--- config.mk ---
export PLATFORM = sky130hd
export DESIGN_NAME = display_timing_ctrl
export DESIGN_NICKNAME = d
export VERILOG_FILES = /design/src/rtl/display_pkg.sv /design/src/rtl/display_timing_ctrl_cfg_regs.sv /design/src/rtl/display_timing_ctrl.sv
export SDC_FILE = /design/constraint.sdc
export NUM_CORES = 1
export LEC_CHECK = 0
export CORE_UTILIZATION = 50
export CTS_CLUSTER_SIZE = 8
export DETAILED_ROUTE_END_ITERATION = 12
export GPL_TIMING_DRIVEN = 0
export PLACE_DENSITY = 0.72
export SYNTH_ARGS = -nofsm -noshare
export SYNTH_HDL_FRONTEND = slang
export SYNTH_SLANG_ARGS = --single-unit
--- constraint.sdc ---
create_clock -name clk -period 6.23 [get_ports clk]
set_input_delay 0.623 -clock clk [delete_from_list [all_inputs] [get_ports clk]]
set_output_delay 0.623 -clock clk [all_outputs]
set_load 0.01 [all_outputs]
--- src/rtl/display_pkg.sv ---
// display_pkg: shared width default, register selects and scan states for display_timing_ctrl
package display_pkg;
  localparam int CNT_W_DEF = 10;
  localparam logic [2:0] SEL_HB = 3'd0;
  localparam logic [2:0] SEL_VB = 3'd1;
  localparam logic [2:0] SEL_AIP = 3'd2;
  localparam logic [2:0] SEL_AIL = 3'd3;
  localparam logic [2:0] SEL_CTRL = 3'd4;
  typedef enum logic [1:0] {STOPPED, H_ACT, H_BLK} state_t;
endpackage

--- src/rtl/display_timing_ctrl_cfg_regs.sv ---
// display_cfg_regs: shadow/live timing registers, write decode, run bit and cfg_err (FRAME_CNT_EN adds cnt_clr)
module display_cfg_regs
  import display_pkg::*;
#(
  parameter int CNT_W = CNT_W_DEF,
  parameter int DEF_HB = 16,
  parameter int DEF_VB = 4,
  parameter int DEF_AIP = 64,
  parameter int DEF_AIL = 48
) (
  input  logic             clk,
  input  logic             reset,
  input  logic             cs,
  input  logic [31:0]      wdata,
  input  logic             commit,
  output logic [CNT_W-1:0] hb,
  output logic [CNT_W-1:0] vb,
  output logic [CNT_W-1:0] aip,
  output logic [CNT_W-1:0] ail,
  output logic             run_nxt,
  output logic             cfg_err
`ifdef FRAME_CNT_EN
  , output logic           cnt_clr
`endif
);
  logic [CNT_W-1:0] sh_hb, sh_vb, sh_aip, sh_ail, val;
  logic [2:0] sel;
  logic run, valid, wr, unused_bits;
  assign sel = wdata[31:29];
  assign val = wdata[CNT_W-1:0];
  assign unused_bits = ^wdata[28:CNT_W];
  assign valid = sel <= SEL_CTRL && !((sel == SEL_AIP || sel == SEL_AIL) && val == '0);
  assign wr = cs && valid;
  // The FSM reacts to a run change on the same edge that latches it.
  assign run_nxt = (cs && sel == SEL_CTRL) ? val[0] : run;
`ifdef FRAME_CNT_EN
  assign cnt_clr = cs && sel == SEL_CTRL && val[1];
`endif
  always_ff @(posedge clk or posedge reset) begin
    if (reset) begin
      sh_hb <= CNT_W'(DEF_HB);
      sh_vb <= CNT_W'(DEF_VB);
      sh_aip <= CNT_W'(DEF_AIP);
      sh_ail <= CNT_W'(DEF_AIL);
      hb <= CNT_W'(DEF_HB);
      vb <= CNT_W'(DEF_VB);
      aip <= CNT_W'(DEF_AIP);
      ail <= CNT_W'(DEF_AIL);
      run <= 1'b0;
      cfg_err <= 1'b0;
    end else begin
      cfg_err <= cs && !valid;
      run <= run_nxt;
      if (wr && sel == SEL_HB) sh_hb <= val;
      if (wr && sel == SEL_VB) sh_vb <= val;
      if (wr && sel == SEL_AIP) sh_aip <= val;
      if (wr && sel == SEL_AIL) sh_ail <= val;
      // Live takes the pre-write shadow, so a colliding write lands a frame later.
      if (commit) begin
        hb <= sh_hb;
        vb <= sh_vb;
        aip <= sh_aip;
        ail <= sh_ail;
      end
    end
  end
endmodule

--- src/rtl/display_timing_ctrl.sv ---
// display_timing_ctrl: pixel/line scan FSM with frame-boundary commit of timing registers
// Optional FRAME_CNT_EN adds a 16-bit frame_cnt output.
module display_timing_ctrl
  import display_pkg::*;
#(
  parameter int CNT_W = CNT_W_DEF,
  parameter int DEF_HB = 16,
  parameter int DEF_VB = 4,
  parameter int DEF_AIP = 64,
  parameter int DEF_AIL = 48
) (
  input  logic             clk,
  input  logic             reset,
  input  logic             CSDisplay,
  input  logic [31:0]      WData,
  output logic [CNT_W-1:0] HBOut,
  output logic [CNT_W-1:0] VBOut,
  output logic [CNT_W-1:0] AIPOut,
  output logic [CNT_W-1:0] AILOut,
  output logic [CNT_W-1:0] pix_x,
  output logic [CNT_W-1:0] pix_y,
  output logic             active,
  output logic             hblank,
  output logic             vblank,
  output logic             line_start,
  output logic             frame_start,
  output logic             cfg_err
`ifdef FRAME_CNT_EN
  , output logic [15:0]    frame_cnt
`endif
);
  localparam logic [CNT_W-1:0] ONE = CNT_W'(1);
  state_t state, state_n;
  logic [CNT_W-1:0] x_n, y_n;
  logic [CNT_W:0] frame_lines;
  logic run_nxt, commit, last_act, line_end, frame_end;
  logic act_n, hbl_n, vbl_n, ls_n, fs_n;
`ifdef FRAME_CNT_EN
  logic cnt_clr;
`endif
  display_cfg_regs #(
    .CNT_W(CNT_W), .DEF_HB(DEF_HB), .DEF_VB(DEF_VB), .DEF_AIP(DEF_AIP), .DEF_AIL(DEF_AIL)
  ) u_cfg (
    .clk(clk), .reset(reset), .cs(CSDisplay), .wdata(WData), .commit(commit),
    .hb(HBOut), .vb(VBOut), .aip(AIPOut), .ail(AILOut),
    .run_nxt(run_nxt), .cfg_err(cfg_err)
`ifdef FRAME_CNT_EN
    , .cnt_clr(cnt_clr)
`endif
  );
  assign frame_lines = {1'b0, AILOut} + {1'b0, VBOut};
  assign last_act = state == H_ACT && pix_x == AIPOut - ONE;
  assign line_end = (last_act && HBOut == '0) || (state == H_BLK && pix_x == HBOut - ONE);
  assign frame_end = line_end && {1'b0, pix_y} == frame_lines - (CNT_W + 1)'(1);
  assign commit = state == STOPPED || !run_nxt || frame_end;
  always_comb begin
    state_n = state;
    x_n = pix_x + ONE;
    y_n = pix_y;
    ls_n = 1'b0;
    fs_n = 1'b0;
    if (!run_nxt) begin
      state_n = STOPPED;
      x_n = '0;
      y_n = '0;
    end else if (state == STOPPED) begin
      state_n = H_ACT;
      x_n = '0;
      y_n = '0;
      ls_n = 1'b1;
      fs_n = 1'b1;
    end else if (line_end) begin
      state_n = H_ACT;
      x_n = '0;
      y_n = frame_end ? '0 : pix_y + ONE;
      ls_n = 1'b1;
      fs_n = frame_end;
    end else if (last_act) begin
      state_n = H_BLK;
      x_n = '0;
    end
    vbl_n = state_n != STOPPED && y_n >= AILOut;
    act_n = state_n == H_ACT && !vbl_n;
    hbl_n = state_n == H_BLK;
  end
  always_ff @(posedge clk or posedge reset) begin
    if (reset) begin
      state <= STOPPED;
      pix_x <= '0;
      pix_y <= '0;
      active <= 1'b0;
      hblank <= 1'b0;
      vblank <= 1'b0;
      line_start <= 1'b0;
      frame_start <= 1'b0;
    end else begin
      state <= state_n;
      pix_x <= x_n;
      pix_y <= y_n;
      active <= act_n;
      hblank <= hbl_n;
      vblank <= vbl_n;
      line_start <= ls_n;
      frame_start <= fs_n;
    end
  end
`ifdef FRAME_CNT_EN
  always_ff @(posedge clk or posedge reset) begin
    if (reset) frame_cnt <= '0;
    else if (cnt_clr) frame_cnt <= '0;
    else if (fs_n) frame_cnt <= frame_cnt + 16'd1;
  end
`endif
endmodule

==> results of run 1 <==
flip-flops by register name, indices dropped and copies added (netlist names):
register and flops:
pix_x 10, pix_y 10, u_cfg.ail 10, u_cfg.aip 10, u_cfg.hb 10, u_cfg.sh_ail 10, u_cfg.sh_aip 10, u_cfg.sh_hb 10
u_cfg.sh_vb 10, u_cfg.vb 10, state 2, active 1, frame_start 1, hblank 1, line_start 1, u_cfg.cfg_err 1
u_cfg.run 1, vblank 1
layer usage:
metal / track usage / vias up
met5: 0 / -
met4: 0.0781 / 0
met3: 0.0409 / 16
met2: 0.372 / 95
met1: 0.331 / 2040
li1: - / 2085
power by group:
part           switching (mW)  total [mW]  internal [mW]
combinational           0.653        1.41          0.754
sequential              0.183        1.07          0.882
clock                   0.271       0.554          0.284
total                    1.11        3.03           1.92
placed cells by master (no fill, tap or decap), types with 3 or more instances in the layout:
| cell | synthesis | final |
|---|---|---|
| clkdlybuf4s50_1 | 0 | 81 |
| dfstp_2 | 10 | 10 |
| o21a_1 | 3 | 3 |
| nor3b_1 | 3 | 3 |
| mux2i_1 | 5 | 5 |
| nor4_1 | 4 | 4 |
| clkbuf_1 | 10 | 11 |
| nand3b_1 | 3 | 3 |
| nor4b_1 | 3 | 3 |
| clkbuf_16 | 0 | 9 |
| nand2b_1 | 5 | 5 |
| xor2_1 | 23 | 23 |
| o21ai_0 | 6 | 6 |
| mux2_4 | 39 | 39 |
| and2_1 | 5 | 5 |
| a21o_1 | 9 | 9 |
| nor3_1 | 11 | 11 |
| a21oi_1 | 14 | 14 |
| nor2_1 | 38 | 38 |
| ha_1 | 33 | 33 |
| buf_6 | 4 | 4 |
| nor2b_1 | 7 | 7 |
| nand3_1 | 15 | 15 |
| or4_1 | 3 | 3 |
| dfrtp_1 | 99 | 99 |
| a21boi_0 | 3 | 3 |
| mux2_2 | 41 | 41 |
| xnor2_1 | 35 | 35 |
| inv_1 | 50 | 49 |
| buf_2 | 2 | 3 |
| a31oi_1 | 5 | 5 |
| nand4_1 | 6 | 6 |
| nand2_1 | 21 | 21 |
final cells by class:
class / count / share of cell area
Buffer: 17 / 0.0128
Clock buffer: 11 / 0.0321
Clock inverter: 4 / 0.00447
Inverter: 50 / 0.0252
Multi-Input combinational cell: 369 / 0.423
Sequential cell: 109 / 0.363
Tap cell: 168 / 0.0278
Timing Repair Buffer: 83 / 0.112
worst max-delay path by stage:
stage,start,endpoint,slack [ps],cells past startpoint
2_1_floorplan,u_cfg.vb[2],active,1360,21
3_5_place_dp,u_cfg.vb[2],active,730,21
4_1_cts,u_cfg.vb[2],active,700,21
5_1_grt,u_cfg.ail[1],active,390,24
6_report,u_cfg.vb[2],active,730,21
3_3_place_gp,u_cfg.vb[2],active,770,21
worst max-delay path, delay by kind of cell, from the launching register on:
kind / cells / cell delay, ps
AO/OA/AOI/OAI: 9 / 1910
AND/OR/NAND/NOR: 7 / 1620
adder cells (fa/ha/maj): 3 / 1020
flip-flops: 1 / 560
buffers and inverters: 2 / 290
cell families after synthesis:
| logic type | count (synthesis) |
|---|---|
| DFF | 109 |
| muxes | 85 |
| xor gates and xnor gates | 58 |
| buffers and inverters | 67 |
| adders and majority gates | 34 |
| AOI/OAI and AO/OA | 58 |
| and+or+nand+nor | 134 |
metrics by stage:
step,utilization,hold WS (ps)
global route,0.626,518
CTS,0.626,503
floorplan,-,475
finish,0.626,501
detailed placement,0.603,487
global placement,0.600,481
==> qor.txt, run 1 <==
setup bufs post-CTS = 0
Seq/Total Area, Yosys = 0.441
DRC = 0
most frequent cell after synthesis = dfrtp_1
total power = 3.03 mW
length of the first detailed-routing pass in iterations = 4
Port-buffer cells = 81
YS warnings = 0
Avg Inst Size Synth = 11.4 um^2
area of the multi-input gates = 3190 um^2
DIE AREA = 12900 um^2
Reg2Reg Depth = 21
Worst setup SP type = flip-flop
asr flop ratio synth = 1.00
fmax = 0.182 GHz
Clk Latency, worst-skew pair = 360 ps
first-pass GRT wire length = 23000 um
Via-to-Cell Ratio = 5.22
Reg clk slew, reported paths = 80 ps
crit-path cells = inv_1 > ha_1 > fa_1 > nor2b_1 > o21ai_0 > nand3_1 > or3b_2 > or4_1 > a2111oi_4 > a21oi_2 > clkbuf_1 > nand2_1 > ha_1 > nand2b_1 > a21o_1 > a21o_1 > a211o_1 > a21oi_1 > o21ai_0 > a31oi_1 > and3_1
row count = 40
Hold Path Depth = 1
pre-CTS WS = 726 ps
chip width = 114 um
Reg area = 2740 um^2
Hold Path Sink = u_cfg.ail[0]
Wirelength per Cell = 17.0 um
Synth area leader = dfrtp_1
Setup Skew = 10.8 ps
synthesized cell area = 6220 um^2
Non-Filler Instances = 811
Worst EP required = 6520 ps
vias in the first global route = 4303
area grow syn2layout = 21.4%
Worst IR Drop VDD = 184 uV
number of synthesized flops with an enable pin = 0
RD Place Congestion = 0.844
Synth area leaders = dfrtp_1 40%, mux2_4 9.4%, mux2_2 7.4%, ha_1 6.6%, xnor2_1 4.9%
Fin. Hold Viols = 0
Post-DP HPWL = 10400 um
crit-path max FO = 10
Critical R2R Capture = active
clk sink count = 109
met3 routed WL = 581 um
r2r setup slk = 730 ps
placed insts = 796
Cell Pwr Density = 401 nW/um^2
adder and majority gate portion of the synthesized area = 0.0696
Post-Synth Simple-Gate Area = 0.112
fraction of final layout cells sized beyond drive strength 1 = 0.190
antenna violations before repair = 0
Final Setup Violations = 0
IO Count = 101
most frequent cells after synthesis = 99 x dfrtp_1, 50 x inv_1, 41 x mux2_2
Post-Syn Instances = 545
multiplexer share of the synthesized area = 0.176
Top FF cell, synth = dfrtp_1
status = finished clean
Synth cell types = 54
Max transition margin = 0.540
vias = 4236
Clock Path Buffers = 2
syn nets = 614
Critical Path Sink Type = flip-flop
die height = 114 um
Placement Cell Area = 7270 um^2
CTS tree = done
Max-Cap Viols = 0
post-route cell area = 7550 um^2
Yosys top cell area share = 0.398
Worst Hold Launch = u_cfg.sh_ail[0]
starting density of the core = 0.516
part of the cycle the worst path needs = 0.882
worst-margin pin slew = 690 ps
Congestion Overflow GR = 0
max incr delay on CP = 560 ps
Compound-Gate Fraction of Synth Area = 0.0736
xor-xnor portion of the synthesized cell area = 0.0817
Fin Setup TNS = 0 ps
Hold Buf Count CTS = 0
Hold Path Class = reg -> reg
R2R Path Start = u_cfg.vb[2]
final worst slack = 734 ps
PostCTS Resize Cnt = 0
nets = 708
WP data arrival = 5790 ps
Synth Register Bits = 109
Leak = 3.33 nW
Total Routed Length = 13800 um
All-Layer GR Usage = 0.236
TritonCTS buffer count = 9
largest family of logic cells by synthesized area = multiplexers
largest net degree at the start of global routing = 57
Core Area = 12100 um^2
metal2 WL = 6420 um
DR iter-0 viols = 181
max-slew violations = 0
antenna viol nets, final = 0
unrepaired setup endpoints after global routing = no
DRT met1 WL = 6600 um
filler cell count = 975
Final min period = 5500 ps
max layer used = met4
CP max stage cell = dfstp_2
Root Buffer = clkbuf_16
Crit Path Class = reg -> reg
ANT cells = 0
H-tree levels = 3
Note: power is estimated with default switching activity, not from simulation.
==> run 2, diff against run 1 <==
--- a/config.mk
+++ b/config.mk
@@ -5,11 +5,11 @@
 export SDC_FILE = /design/constraint.sdc
 export NUM_CORES = 1
 export LEC_CHECK = 0
-export CORE_UTILIZATION = 50
+export CORE_UTILIZATION = 25
 export CTS_CLUSTER_SIZE = 8
 export DETAILED_ROUTE_END_ITERATION = 12
 export GPL_TIMING_DRIVEN = 0
-export PLACE_DENSITY = 0.72
+export PLACE_DENSITY = 0.4
 export SYNTH_ARGS = -nofsm -noshare
 export SYNTH_HDL_FRONTEND = slang
 export SYNTH_SLANG_ARGS = --single-unit
==> run 2 against run 1 <==
Hold slack better by 2.2 ps; critical path depth did not move; core utilization shrank 31 points; flip-flop and latch count unchanged; register-to-register slack worse by 70 ps; first-iteration DRC count fell by 23%; critical path type unchanged.
==> qor.txt, run 2 (synthesized netlist as in run 1, its figures left out) <==
Setup Skew = 13.7 ps (+2.90 ps)
area grow syn2layout = 25.4%
sequential power share = 0.346 (-0.006)
largest net degree at the start of global routing = 65 (+14%)
Hold Path Class = reg -> reg
Root Buffer = clkbuf_16
Critical Path Source = u_cfg.vb[2]
antenna viol nets, final = 0 (unchanged)
commonest non-fill, non-tap cell in the layout = dfrtp_1
clk sink count = 109 (unchanged)
Port-buffer cells = 81 (unchanged)
row count = 57 (+43%)
Hold Path Depth = 1 (unchanged)
TritonCTS buffer count = 9 (unchanged)
RD Place Congestion = 0.798 (-5.5%)
DIE AREA = 25500 um^2 (+98%)
crit-path max FO = 10 (unchanged)
Comb pwr share = 0.450 (-0.015)
Worst IR Drop VDD = 172 uV (-6.3%)
fraction of final layout cells sized beyond drive strength 1 = 0.193 (+0.00311)
Hold Buf Count CTS = 0 (unchanged)
ANT cells = 0 (unchanged)
Final min period = 5570 ps (+70.1 ps)
Fin Setup TNS = 0 ps (unchanged)
Max-Cap Viols = 0 (unchanged)
Max transition margin = 0.423 (-0.117)
r2r setup slk = 660 ps (-70 ps)
R2R Path Start = u_cfg.vb[2]
Clock Path Buffers = 2 (unchanged)
vias = 4273 (+0.87%)
Reg2Reg Depth = 21 (unchanged)
IO Count = 101 (unchanged)
starting density of the core = 0.255 (-0.261)
Final Setup Violations = 0 (unchanged)
unrepaired setup endpoints after global routing = no
Wirelength per Cell = 17.2 um (+1.3%)
vias in the first global route = 4325 (+0.51%)
Hold Path Sink = u_cfg.ail[6]
filler cell count = 2506 (+160%)
Cell Pwr Density = 401 nW/um^2 (about the same)
Critical R2R Capture = active
Worst EP required = 6530 ps (about the same)
Critical Path Sink Type = flip-flop
CTS tree = done
Clk pwr share = 0.204 (+0.021)
DRC = 0 (unchanged)
commonest cells after routing, fill and taps aside = 99 x dfrtp_1, 81 x clkdlybuf4s50_1, 49 x inv_1
Worst setup SP type = flip-flop
DR iter-0 viols = 140 (-23%)
nets = 707 (-0.14%)
Leak = 3.35 nW (+0.70%)
Post-DP HPWL = 12700 um (+22%)
Clk Latency, worst-skew pair = 370 ps (about the same)
part of the cycle the worst path needs = 0.893 (+0.0113)
Congestion Overflow GR = 0 (unchanged)
post-route cell area = 7800 um^2 (+3.3%)
WP data arrival = 5870 ps (+80 ps)
Reg clk slew, reported paths = 80 ps (about the same)
fmax = 0.180 GHz (-1.3%)
switch share = 0.373 (+0.00766)
Pint = 1.96 mW (+2.1%)
Worst Hold Launch = u_cfg.sh_ail[6]
P_sw = 1.17 mW (+5.5%)
worst-margin pin slew = 860 ps (+170 ps)
Total Routed Length = 16700 um (+21%)
Crit Path Class = reg -> reg
Placement Cell Area = 7470 um^2 (+2.7%)
max-slew violations = 0 (unchanged)
setup bufs post-CTS = 0 (unchanged)
antenna violations before repair = 0 (unchanged)
status = finished clean
chip width = 160 um (+41%)
die height = 160 um (+41%)
PostCTS Resize Cnt = 0 (unchanged)
H-tree levels = 3 (unchanged)
first-pass GRT wire length = 25700 um (+12%)
length of the first detailed-routing pass in iterations = 4 (unchanged)
Fin. Hold Viols = 0 (unchanged)
All-Layer GR Usage = 0.134 (-0.102)
Core Area = 24400 um^2 (+100%)
Via-to-Cell Ratio = 4.42 (-15%)
## run 2: final cells by class
class,count,area [um^2],share of cell area
Sequential cell,109,2740,0.351
Clock inverter,7,103,0.0132
Inverter,50,193,0.0247
Buffer,17,96.3,0.0124
Timing Repair Buffer,82,838,0.107
Tap cell,324,405,0.0520
Multi-Input combinational cell,369,3200,0.410
Clock buffer,9,225,0.0289
## run 2: stage by stage
stage | cells | util | total power [mW] | worst slack [ps] | hold WS [ps]
detailed placement | 951 | 0.306 | 2.53 | 587 | 489
floorplan | 545 | - | 2.03 | 1360 | 475
CTS | 967 | 0.320 | 3.18 | 560 | 510
finish | 967 | 0.320 | 3.13 | 664 | 503
global route | 967 | 0.320 | 3.35 | 179 | 522
global placement | 950 | 0.305 | 2.50 | 549 | 485
## run 2: worst max-delay path by stage
stage,end,cells after the start
6_report,active,21
5_1_grt,active,20
3_5_place_dp,active,20
4_1_cts,active,21
2_1_floorplan,active,21
3_3_place_gp,active,24
## run 2: per-layer routing
| layer | vias to the layer above | share of wire | global-route usage |
|---|---|---|---|
| met3 | 17 | 0.024 | 0.0151 |
| met2 | 65 | 0.47 | 0.217 |
| met4 | 0 | 0.014 | 0.0476 |
| met5 | - | 0 | 0 |
| met1 | 2116 | 0.49 | 0.183 |
| li1 | 2075 | - | - |
## run 2: power by group through the flow
| stage | clock, mW | combinational [mW] | sequential [mW] |
|---|---|---|---|
| global placement | 0 | 1.40 | 1.10 |
| global route | 0.685 | 1.56 | 1.11 |
| floorplan | 0 | 0.976 | 1.06 |
| detailed placement | 0 | 1.42 | 1.10 |
| CTS | 0.658 | 1.43 | 1.09 |
| finish | 0.638 | 1.41 | 1.08 |
## run 2: worst max-delay path: stages, from the launching register on
cell and delay [ps]:
dfstp_2 560, inv_1 50, ha_1 330, fa_1 470
nor2b_1 160, o21ai_0 130, nand3_1 100, or3b_2 430
or4_1 470, a2111oi_4 410, a21oi_2 220, clkbuf_1 250
nand2_1 120, ha_1 220, nand2b_1 150, a21o_1 180
a21o_1 170, a211o_1 290, a21oi_1 140, o21ai_0 200
a31oi_1 260, and3_1 180
==> run 3, diff against run 2 <==
--- a/config.mk
+++ b/config.mk
@@ -6,6 +6,7 @@
 export NUM_CORES = 1
 export LEC_CHECK = 0
 export CORE_UTILIZATION = 25
+export CTS_BUF_LIST = sky130_fd_sc_hd__clkbuf_2
 export CTS_CLUSTER_SIZE = 8
 export DETAILED_ROUTE_END_ITERATION = 12
 export GPL_TIMING_DRIVEN = 0
==> run 3 against run 2 <==
Core utilization down 0.73 points; critical endpoint unchanged; count of clock-buffer cells in the layout unchanged; largest cell class unchanged; die area unchanged; via count down 0.30%.
==> qor.txt, run 3 (synthesized netlist as in run 1, its figures left out) <==
status = finished clean
first-pass GRT wire length = 25700 um (-0.13%)
largest net degree at the start of global routing = 65 (unchanged)
Critical R2R Capture = active
Final Setup Violations = 0 (unchanged)
Critical Path Sink Type = flip-flop
fmax = 0.178 GHz (-0.76%)
length of the first detailed-routing pass in iterations = 4 (unchanged)
Root Buffer = clkbuf_2
row count = 57 (unchanged)
r2r setup slk = 620 ps (-40 ps)
Port-buffer cells = 81 (unchanged)
nets = 707 (unchanged)
filler cell count = 2520 (+0.56%)
Worst IR Drop VDD = 112 uV (-35%)
chip width = 160 um (unchanged)
DRT met1 WL = 8110 um (-1.2%)
Wirelength per Cell = 17.2 um (-0.47%)
max-slew violations = 0 (unchanged)
All-Layer GR Usage = 0.133 (-0.000553)
metal2 WL = 7890 um (+0.70%)
Leak = 3.28 nW (-2.2%)
post-route cell area = 7620 um^2 (-2.3%)
RD Place Congestion = 0.798 (unchanged)
Total Routed Length = 16600 um (-0.37%)
Hold Path Class = in -> async
CTS tree = done
Non-Filler Instances = 968 (+0.10%)
Fin. Hold Viols = 0 (unchanged)
commonest non-fill, non-tap cell in the layout = dfrtp_1
WP data arrival = 6230 ps (+360 ps)
Worst setup SP type = flip-flop
Worst EP required = 6850 ps (+320 ps)
Cell Pwr Density = 378 nW/um^2 (-5.7%)
starting density of the core = 0.255 (unchanged)
placed insts = 951 (unchanged)
CP delay by family, top = compound AO/OA/AOI/OAI gates
Reg2Reg Depth = 21 (unchanged)
die height = 160 um (unchanged)
commonest cells after routing, fill and taps aside = 99 x dfrtp_1, 81 x clkdlybuf4s50_1, 49 x inv_1
area grow syn2layout = 22.6%
max layer used = met4
Core Area = 24400 um^2 (unchanged)
Max transition margin = 0.419 (-0.00459)
vias in the first global route = 4316 (-0.21%)
Fin Setup TNS = 0 ps (unchanged)
Hold Buf Count CTS = 0 (unchanged)
Clock Path Buffers = 2 (unchanged)
Via-to-Cell Ratio = 4.40 (-0.41%)
Congestion Overflow GR = 0 (unchanged)
DRC = 0 (unchanged)
CP max stage cell = dfstp_2
TritonCTS buffer count = 9 (unchanged)
Post-DP HPWL = 12700 um (unchanged)
worst-margin pin slew = 867 ps (+6.85 ps)
Clk Latency, worst-skew pair = 660 ps (+290 ps)
total power = 2.88 mW (-7.8%)
vias = 4260 (-0.30%)
R2R Path Start = u_cfg.vb[2]
Placement Cell Area = 7470 um^2 (unchanged)
Reg clk slew, reported paths = 360 ps (+280 ps)
H-tree levels = 3 (unchanged)
unrepaired setup endpoints after global routing = no
fraction of final layout cells sized beyond drive strength 1 = 0.193 (unchanged)
clk sink count = 109 (unchanged)
Setup Skew = 49.3 ps (+35.7 ps)
Final min period = 5610 ps (+42.6 ps)
antenna viol nets, final = 0 (unchanged)
IO Count = 101 (unchanged)
max incr delay on CP = 640 ps (+80 ps)
CP Buf/Inv Count = 2 (unchanged)
setup bufs post-CTS = 0 (unchanged)
DIE AREA = 25500 um^2 (unchanged)
WHS = 280 ps (-223 ps)
crit-path max FO = 10 (unchanged)
DR iter-0 viols = 139 (-0.71%)
PostCTS Resize Cnt = 0 (unchanged)
crit-path cells = inv_1 > ha_1 > fa_1 > nor2b_1 > o21ai_0 > nand3_1 > or3b_2 > or4_1 > a2111oi_4 > a21oi_2 > clkbuf_1 > nand2_1 > ha_1 > nand2b_1 > a21o_1 > a21o_1 > a211o_1 > a21oi_1 > o21ai_0 > a31oi_1 > and3_1
Crit Path Class = reg -> reg
antenna violations before repair = 1 (+1)
met3 routed WL = 381 um (-3.5%)
Max-Cap Viols = 0 (unchanged)
part of the cycle the worst path needs = 0.900 (+0.00684)
## run 3: cell types whose count changed in the layout (fill, tap and decap cells not counted)
cell	before	now
clkbuf_16	9	0
diode_2	0	1
clkbuf_2	0	9
## run 3: through the flow
stage / utilization / setup slack (ps)
after detailed placement: 0.306 / 587
after global placement: 0.305 / 549
after CTS: 0.312 / 521
final: 0.313 / 622
after global routing: 0.313 / 133
after floorplan: - / 1360
## run 3: worst max-delay path by stage
| stage | from | end | slack, ps | cells past startpoint |
|---|---|---|---|---|
| finish | u_cfg.vb[2] | active | 620 | 21 |
| global route | u_cfg.aip[1] | active | 130 | 20 |
| CTS | u_cfg.vb[1] | active | 520 | 24 |
| detailed placement | u_cfg.aip[1] | active | 590 | 20 |
| global placement | u_cfg.vb[1] | active | 550 | 24 |
| floorplan | u_cfg.vb[2] | active | 1360 | 21 |
## run 3: routing by layer
metal	track usage	up-vias
li1	-	2073
met1	0.183	2106
met2	0.217	65
met3	0.0151	16
met4	0.0450	0
met5	0	-
## run 3: area by class of cell
class | instances | area, um^2 | share of cell area
antenna | 1 | 2.50 | 0.000328
buffer | 17 | 96.3 | 0.0126
clock buffer | 9 | 45.0 | 0.00591
clock inverter | 7 | 103 | 0.0135
inverter | 50 | 193 | 0.0253
multi-input combinational | 369 | 3200 | 0.420
sequential | 109 | 2740 | 0.359
tap | 324 | 405 | 0.0532
timing repair buffer | 82 | 838 | 0.110
## run 3: power by group
part	internal (mW)	switching, mW
registers	0.881	0.202
logic	0.751	0.655
clock network	0.109	0.284
==> edit, RTL diff (settings of run 3) <==
Set the package constant `CNT_W_DEF` to 5 (it was 10).
--- a/src/rtl/display_pkg.sv
+++ b/src/rtl/display_pkg.sv
@@ -1,6 +1,6 @@
 // display_pkg: shared width default, register selects and scan states for display_timing_ctrl
 package display_pkg;
-  localparam int CNT_W_DEF = 10;
+  localparam int CNT_W_DEF = 5;
   localparam logic [2:0] SEL_HB = 3'd0;
   localparam logic [2:0] SEL_VB = 3'd1;
   localparam logic [2:0] SEL_AIP = 3'd2;
Interface: changed (6 resized); port bits go from 101 to 71. The function was not compared with the original's and may differ.
==> edit against run 3 <==
Setup slack gained 1.5 ns. Via count shrank 54%. Design area shrank 50%. Synthesized cell count shrank 54%. First-iteration DRC count shrank 81%. Die area shrank 50%. Wire length shrank 58%. Fmax grew 35%. Sequential cell count shrank 50. Clock power shrank 38%. Area after synthesis shrank 51%. Power shrank 50%. Largest power group unchanged.
==> edit: results (changes against run 3) <==
stage,metric,value,unit,change
timing,tightest_slew,0.842,ns,was 0.867 ns
synth,netlist_instances,251,,was 545
placement,place_congestion,0.709,,was 0.798
pwr,power_frac_clock,0.170,,was 0.136
cells_and_area,clkbuf_count,10,,was 9
cells_and_area,layout.nonclk_buf_frac,0.137,,was 0.123
drt,drt-initial-drc-count,26,,was 139
timing,skew,0.0185,ns,was 0.0493 ns
floorplanning,core-area,11700,sq um,"was 24,400 sq um"
pwr,ir_worst_vdd,0.101,mV,was 0.112 mV
placement,place_area,3710,sq um,was 7470 sq um
clocking,insertion_delay,0.50,ns,was 0.66 ns
cells_and_area,inverters,29,,was 50
global_routing,grt_max_degree,36,,was 65
synth,syn_nets,305,,was 614
clocking,clk_pin_slew,0.19,ns,was 0.36 ns
synth,netlist_area,3050,sq um,was 6220 sq um
cells_and_area,nonClockBufferCount,51,,was 99
cells_and_area,multiInputGateArea,1420,sq um,was 3200 sq um
synth,synthAdderAreaFrac,0.0804,,was 0.0696
drt,wl_met1,3460,um,was 8110 um
pwr,leakagePower,1.72,nW,was 3.28 nW
pwr,p_sw,0.000508,W,was 0.00114 W
global_routing,use_met2,0.192,,was 0.217
synth,synthTopCellsByCount,"dfrtp_1 (53), inv_1 (29), mux2_2 (26), ha_1 (18), xnor2_1 (17)",,"was dfrtp_1 (99), inv_1 (50), mux2_2 (41), mux2_4 (39), nor2_1 (38)"
setup_path,ff2ff_path_depth,19,,was 21
cells_and_area,nets,363,,was 707
setup_path,worstPathArrival,4.58,ns,was 6.23 ns
global_routing,grt_use_total,0.124,,was 0.133
placement,place_inst,441,,was 951
global_routing,use_met3,0.0238,,was 0.0151
pwr,combinationalPowerShare,0.437,,was 0.488
placement,port_buffers,46,,was 81
synth,ys_seq_area_frac,0.486,,was 0.441
drt,wl_met2,3190,um,was 7890 um
cells_and_area,num-multi-input-gates,159,,was 369
cells_and_area,fillers,1187,,"was 2,520"
setup_path,slowest_stage,o31ai_4,,was dfstp_2
global_routing,grt_pass1_wl,11700,um,"was 25,700 um"
outcome,status,finished clean,,unchanged
drt,wl,6920,um,"was 16,600 um"
synth,yosysUniqueCellTypes,34,,was 54
clocking,numCtsBuffers,9,,unchanged
cells_and_area,drive_gt1_frac,0.207,,was 0.193
synth,netlist_top_cells_area,"dfrtp_1 (43%), mux2_2 (9.6%), ha_1 (7.4%)",,"was dfrtp_1 (40%), mux2_4 (9.4%), mux2_2 (7.4%)"
global_routing,grt_pass1_vias,2099,,"was 4,316"
cells_and_area,seqAreaFraction,0.389,,was 0.359
drt,viasPerCell,4.28,,was 4.40
synth,synthMuxAreaShare,0.167,,was 0.176
setup_path,crit_path_start,u_cfg.ail[1]$_DFFE_PP0P_,,was u_cfg.vb[2]$_DFFE_PP1P_
-- edit: cell types whose count changed in the layout (fill, tap and decap cells not counted), moves of 12 or more --
| cell | run 3 | this run |
|---|---|---|
| mux2_4 | 39 | 10 |
| nor2_1 | 38 | 11 |
| ha_1 | 33 | 18 |
| clkdlybuf4s50_1 | 81 | 46 |
| inv_1 | 49 | 28 |
| mux2_2 | 41 | 26 |
| xor2_1 | 23 | 11 |
| xnor2_1 | 35 | 17 |
| dfrtp_1 | 99 | 53 |
| nand2_1 | 21 | 2 |
-- edit: metrics by stage --
step | setup WS [ns] | hold WS (ns) | util | power, W
floorplan | 2.51 | 0.460 | - | 0.000985
global placement | 2.00 | 0.482 | 0.316 | 0.00120
detailed placement | 2.00 | 0.490 | 0.318 | 0.00121
CTS | 2.00 | 0.439 | 0.327 | 0.00147
global route | 1.58 | 0.453 | 0.327 | 0.00157
finish | 2.08 | 0.464 | 0.327 | 0.00143
